<file path="config.mk">
export PLATFORM = sky130hd
export DESIGN_NAME = q_4phase_sink
export DESIGN_NICKNAME = d
export VERILOG_FILES = /design/src/rtl/q_4phase_sink.sv
export SDC_FILE = /design/constraint.sdc
export NUM_CORES = 1
export LEC_CHECK = 0
export ABC_AREA = 1
export CORE_MARGIN = 2
export CORE_UTILIZATION = 45
export CTS_CLUSTER_DIAMETER = 50
export DETAILED_ROUTE_END_ITERATION = 10
export PLACE_DENSITY = 0.71
export SYNTH_ARGS = -nofsm -noshare
export SYNTH_HDL_FRONTEND = slang
export SYNTH_SLANG_ARGS = --single-unit
</file>
<file path="constraint.sdc">
create_clock -name clk -period 2.1 [get_ports clk]
set_input_delay 0.42 -clock clk [delete_from_list [all_inputs] [get_ports clk]]
set_output_delay 0.42 -clock clk [all_outputs]
set_load 0.05 [all_outputs]
</file>
<file path="src/rtl/q_4phase_sink.sv">
// Clocked sink for a 4-phase bundled-data pipeline: synchronises req, buffers
// each token in a small FIFO, returns ack and exposes tokens over valid/ready.
module q_4phase_sink #(
  parameter int WIDTH       = 8,
  parameter int DEPTH       = 4,
  parameter int SYNC_STAGES = 2
) (
  input  logic                     clk,
  input  logic                     rst,
  input  logic                     req,
  input  logic [WIDTH-1:0]         data,
  output logic                     ack,
  output logic                     out_valid,
  output logic [WIDTH-1:0]         out_data,
  input  logic                     out_ready,
  output logic [$clog2(DEPTH):0]   count,
  output logic [15:0]              xfer_count
);

  localparam int AW = $clog2(DEPTH);
  localparam int CW = AW + 1;
  localparam logic [CW-1:0] FULL_CNT = CW'(DEPTH);

  typedef enum logic [1:0] {
    WAIT_LOW = 2'd0,
    IDLE     = 2'd1,
    ACK_HI   = 2'd2
  } state_t;

  state_t               state_q, state_d;
  logic                 ack_q, ack_d;
  logic [SYNC_STAGES-1:0] sync_q;
  logic                 req_s;
  logic [AW-1:0]        wr_ptr_q, wr_ptr_d;
  logic [AW-1:0]        rd_ptr_q, rd_ptr_d;
  logic [CW-1:0]        count_q, count_d;
  logic                 out_valid_q, out_valid_d;
  logic [15:0]          xfer_count_q;
  logic [WIDTH-1:0]     mem_q [DEPTH];
  logic                 push, pop, full, empty;

  // Synchroniser resets high so a req held across reset cannot look like a new rise.
  always_ff @(posedge clk) begin
    if (rst) begin
      sync_q <= '1;
    end else begin
      sync_q <= {sync_q[SYNC_STAGES-2:0], req};
    end
  end

  assign req_s = sync_q[SYNC_STAGES-1];
  assign full  = (count_q == FULL_CNT);
  assign empty = (count_q == '0);
  assign pop   = out_ready && !empty;

  always_comb begin
    state_d = state_q;
    ack_d   = 1'b0;
    push    = 1'b0;
    case (state_q)
      WAIT_LOW: begin
        if (!req_s) state_d = IDLE;
      end
      IDLE: begin
        // Full check uses the registered count, so a same-edge pop never frees the slot.
        if (req_s && !full) begin
          push    = 1'b1;
          ack_d   = 1'b1;
          state_d = ACK_HI;
        end
      end
      ACK_HI: begin
        ack_d = 1'b1;
        if (!req_s) begin
          ack_d   = 1'b0;
          state_d = IDLE;
        end
      end
      default: state_d = WAIT_LOW;
    endcase
  end

  always_comb begin
    wr_ptr_d = wr_ptr_q;
    rd_ptr_d = rd_ptr_q;
    count_d  = count_q;
    if (push) wr_ptr_d = wr_ptr_q + AW'(1);
    if (pop)  rd_ptr_d = rd_ptr_q + AW'(1);
    case ({push, pop})
      2'b10:   count_d = count_q + CW'(1);
      2'b01:   count_d = count_q - CW'(1);
      default: count_d = count_q;
    endcase
    out_valid_d = (count_d != '0);
  end

  always_ff @(posedge clk) begin
    if (rst) begin
      state_q     <= WAIT_LOW;
      ack_q       <= 1'b0;
      wr_ptr_q    <= '0;
      rd_ptr_q    <= '0;
      count_q     <= '0;
      out_valid_q <= 1'b0;
    end else begin
      state_q     <= state_d;
      ack_q       <= ack_d;
      wr_ptr_q    <= wr_ptr_d;
      rd_ptr_q    <= rd_ptr_d;
      count_q     <= count_d;
      out_valid_q <= out_valid_d;
    end
  end

  always_ff @(posedge clk) begin
    if (rst) begin
      xfer_count_q <= '0;
    end else if (push) begin
      xfer_count_q <= xfer_count_q + 16'd1;
    end
  end

  // Token storage carries no reset; contents are only meaningful while counted.
  always_ff @(posedge clk) begin
    if (push) mem_q[wr_ptr_q] <= data;
  end

  assign ack        = ack_q;
  assign out_valid  = out_valid_q;
  assign out_data   = mem_q[rd_ptr_q];
  assign count      = count_q;
  assign xfer_count = xfer_count_q;

endmodule

</file>
# Word-level counts from Yosys, hierarchy flattened
# Memory sizes are Yosys's and may differ from the RTL's. A register that Yosys moved wholly into a read port is not among the register bits.
# Cells that the tools add are included.
# word_totals
out_inout_bits,29
register_bits,29
mem_count,1
word_cells,42
mem_bits_rw,32
# mem_list
name,words,word_bits,rd,rd_ports_with_merged_regs,wr,line_no,source
mem_q,4,8,1,1,1,39,logic [WIDTH-1:0] mem_q [DEPTH];
# op_classes
muxes,12
n_reduce_logical,9
eq_ne,7
n_addsub,5
# op_table
op,n
adder 16 x 1 -> 16 bit (second input constant),1
two-way mux 2 bit,4
case mux 3 bit (2 select lines),1
two-way mux 1 bit,5
adder 2 x 1 -> 2 bit (second input constant),2
equality test 2 x 1 -> 1 bit (second input constant),2
equality test 2 bit (second input constant),2
!= test 2 bit (second input constant),2
case mux 2 bit (2 select lines),1
adder 3 x 1 -> 3 bit (second input constant),1
equality test 3 bit (second input constant),1
zero test 3 bit,1
nonzero test 3 bit,1
subtractor 3 x 1 -> 3 bit (second input constant),1
logical AND 1 bit,2
zero test 1 bit,2
zero test 2 bit,1
case mux 1 bit (2 select lines),1
AND reduction 2 bit,1
OR reduction 2 bit,1

# Logic depth before layout (Yosys ltp)
# logic_depth
word_depth,8
mapped_depth,12

# Worst setup path before layout
# Ideal clock, no wire load.
# synth_path
path_kind,flip-flop to flip-flop
startpoint,reg count_q[2] (netlist: count[2])
endpoint,reg out_valid_q (netlist: out_valid)
path_stages_with_launch,12
n_path_buf,1
setup_slack_ns,-0.198
synth_period_minus_slack_ns,2.298
arrival_ns,2.240
setup_ns,0.058
path_cell_list,dfxtp_1 nand2_2 nand3_4 buf_4 ha_1 inv_1 fa_1 or2_2 nand2_1 xor2_1 nand2_1 nand2_1
# synth_between
elab_chain_len,8
# synth_rtl
item,line_no,source
"start, declared",36,"logic [CW-1:0] count_q, count_d;"
"start signal, assigned",110,count_q <= count_d;
equality test 3 bit,52,assign full = (count_q == FULL_CNT);
zero test 1 bit,66,if (req_s && !full) begin
logical AND 1 bit,66,
two-way mux 1 bit,66,
two-way mux 1 bit,60,case (state_q)
equality test 2 x 1 -> 1 bit or equality test 2 bit (tied branches),89,"case ({push, pop})"
case mux 3 bit (2 select lines) (*),89,
nonzero test 3 bit (*),94,out_valid_d = (count_d != '0);
"end signal, assigned",111,out_valid_q <= out_valid_d;
"end, declared",37,"logic out_valid_q, out_valid_d;"
# Every way passes the cells marked *; elsewhere a longest branch is shown, timed or not.
# A chain may end at the register's enable or synchronous reset.

# Worst setup path in the final report
# layout_path
startpoint,reg xfer_count_q[3] (netlist: xfer_count[3])
endpoint,out xfer_count[3]
# layout_rtl
item,line_no,source
"start, declared",38,logic [15:0] xfer_count_q;
"start signal, assigned",119,xfer_count_q <= xfer_count_q + 16'd1;
"end, declared",17,output logic [15:0] xfer_count
# No word-level cell between the ends.

==> flow_summary.toml <==
[global_routing]
grt_pass1_vias = 2007
gr-usage-all-layers = 0.169
grt_pass1_wl_um = 8450
grt_max_degree = 22
antenna_found_initial = 0
grt-ovfl-total = 0

[setup_path]
critPathMaxStageDelay_ps = 840
start_kind = "flop"
path_buf_inv = 1
cp_max_fo = 6
critPathCaptureType = "output port"
path_cells = "clkdlybuf4s50_1"
worstPathArrival_ps = 1600
cpLargestDelayFamily = "buffers and inverters"
cp_data_required_time_ps = 1680
cpMaxStageDelayCell = "clkdlybuf4s50_1"
crit_type = "flop to output port"

[final_layout]
final_layout_size_suffix_gt1_frac = 0.167
final_nets = 372
fillCellCount = 529
areaGrowthSynthToFinish_pct = 27.6
n_antenna_cell = 0

[sta]
period_needed_ps = 2020
setup_violations = 0
skew_ps = 7.94
setup_ws_ps = 84.2
worstMarginPinSlew_ps = 516
max_freq_mhz = 496
hold_violations = 0
period_share = 0.960
max_slew_margin = 0.655
rsz0062_at_grt = "no"
slew_violations = 0
setup_tns_ps = 0

[routing]
ant_nets = 0
num_vias = 2102
drc = 0
drtIter0Drc = 80
wl_per_cell_um = 12.1
drtPass1Iterations = 4
wirelength_um = 5200
avgViaCountPerCell = 4.91

[yosys]
ys_seq_elements = 63
yosysTopAreaCell = "edfxtp_1"
yosysSeqAreaShare = 0.573
synth_top_area_share = 0.348
netlist_area_um2 = 2760
syn_avg_cell_area_um2 = 9.49
ys.warnings.count = 0
syn-num-nets = 315
yosysUniqueCellTypes = 30
yosys-top-cells-area = "edfxtp_1 (35%), dfxtp_1 (22%), nor2_1 (7.1%)"
postSynthCellCount = 291

[clock_network]
numCtsBuffers = 9
h-tree-depth = 3
cts_setup_buffers = 0
cts_tree = "yes"
clock_path_buffers = 2
clk_latency_ps = 330
cts-hold-fix-buffers = 0
clock_sinks = 63
cts_root_buf = "clkbuf_8"
clkTransAtPathRegs_ps = 70

[placement]
dpl_worst_slack_ps = -224
gp_routability_congestion = 0.708
dp_hpwl_um = 3450
io_buffer_count = 40

[min_path]
hold_class = "flop to flop"

[floorplanning]
die-area_um2 = 6780
die_h_um = 82.3
rows = 28
die_w_um = 82.3
ioPinCount = 41
coreArea_um2 = 5920
initial_core_util = 0.466

[power]
vdd_drop_max_mv = 0.605
powerDensity_nw_per_um2 = 993
p_leak_nw = 1.37

[job]
maxCapViolCount = 0

[status]
status = "complete, no violations"
[logic make-up (layout without fill, tap and decap cells)]
family,count (synthesis),in the layout,synth area share
AND/OR/NAND/NOR,131,131,0.216
flip-flops,63,63,0.573
AO/OA/AOI/OAI,46,46,0.0884
buffers and inverters,36,98,0.0562
adder cells (fa/ha/maj),12,12,0.0571
XOR/XNOR,3,3,0.00952
[registers in the layout, indices dropped and copies added (netlist names), named ones only]
| register | flops |
|---|---|
| mem_q | 32 |
| xfer_count | 16 |
| count | 3 |
| rd_ptr_q | 2 |
| state_q | 2 |
| sync_q | 2 |
| wr_ptr_q | 2 |
| ack | 1 |
| out_valid | 1 |
[worst paths after layout]
check        cells after the start             to  slack [ps]          start
max reg2reg                     11      out_valid         160     state_q[1]
max                              1  xfer_count[3]          80  xfer_count[3]
min                              1      sync_q[1]         410      sync_q[0]
min reg2reg                      1      sync_q[1]         410      sync_q[0]
[placed cells by master (no fill, tap or decap), types with 4 or more instances in the layout]
cell and n:
nand3_1 12, edfxtp_1 32, o21ai_0 17, ha_1 10, o22ai_1 8, nor2_1 52
clkbuf_8 9, inv_1 28, a21oi_1 17, buf_4 20, nand2_1 46, dfxtp_1 27
nor2_2 4, clkdlybuf4s50_1 31
[final cells by class]
type / count / area, µm² / share of cell area
clock buffer: 10 / 128 / 0.0362
tap: 75 / 93.8 / 0.0266
sequential: 63 / 1590 / 0.452
clock inverter: 6 / 85.1 / 0.0241
multi-input combinational: 192 / 1030 / 0.294
inverter: 30 / 115 / 0.0327
timing repair buffer: 52 / 473 / 0.134
[power by group]
group          switching [mW]  internal [mW]
Combinational           0.632          0.318
Clock                   0.450          0.664
Sequential             0.0525           1.38
[routing by layer]
layer	vias up	global-route usage	share of wire
li1	1072	-	-
met1	965	0.191	0.44
met2	52	0.285	0.48
met3	13	0.0435	0.049
met4	0	0.102	0.023
met5	-	0	0
[metrics by stage]
stage / util / total power [mW] / cells / hold slack (ps) / area, µm²
2_1_floorplan: - / 2.12 / 291 / 389 / 2780
3_3_place_gp: 0.558 / 2.40 / 412 / 391 / 3300
3_5_place_dp: 0.558 / 2.41 / 412 / 403 / 3300
4_1_cts: 0.594 / 3.53 / 428 / 420 / 3520
5_1_grt: 0.595 / 3.66 / 428 / 435 / 3520
6_report: 0.595 / 3.50 / 428 / 413 / 3520
[Yosys cell counts]
| master | number |
|---|---|
| a21oi_2 | 1 |
| o21ai_1 | 3 |
| ha_1 | 11 |
| nor3_1 | 3 |
| buf_2 | 2 |
| o22ai_1 | 8 |
| buf_8 | 1 |
| nand3_2 | 1 |
| edfxtp_1 | 32 |
| nor2_2 | 5 |
| nand3_4 | 1 |
| xor2_1 | 3 |
| o21ai_0 | 17 |
| nor2_8 | 1 |
| nand2_1 | 46 |
| nor3_2 | 2 |
| fa_1 | 1 |
| nand3_1 | 12 |
| clkbuf_1 | 2 |
| nor2_4 | 1 |
| buf_4 | 1 |
| nor2_1 | 52 |
| or2_2 | 3 |
| inv_4 | 1 |
| a21oi_1 | 17 |
| clkinv_1 | 1 |
| inv_1 | 28 |
| nand2_2 | 3 |
| and2_1 | 1 |
| dfxtp_1 | 31 |
[timing repair]
action                                  4_1_cts  5_1_grt
endpoints found under the hold margin         0        0
gates resized for setup                       0        3
endpoints found under the setup margin        0        3
(Power assumes the default switching activity.)
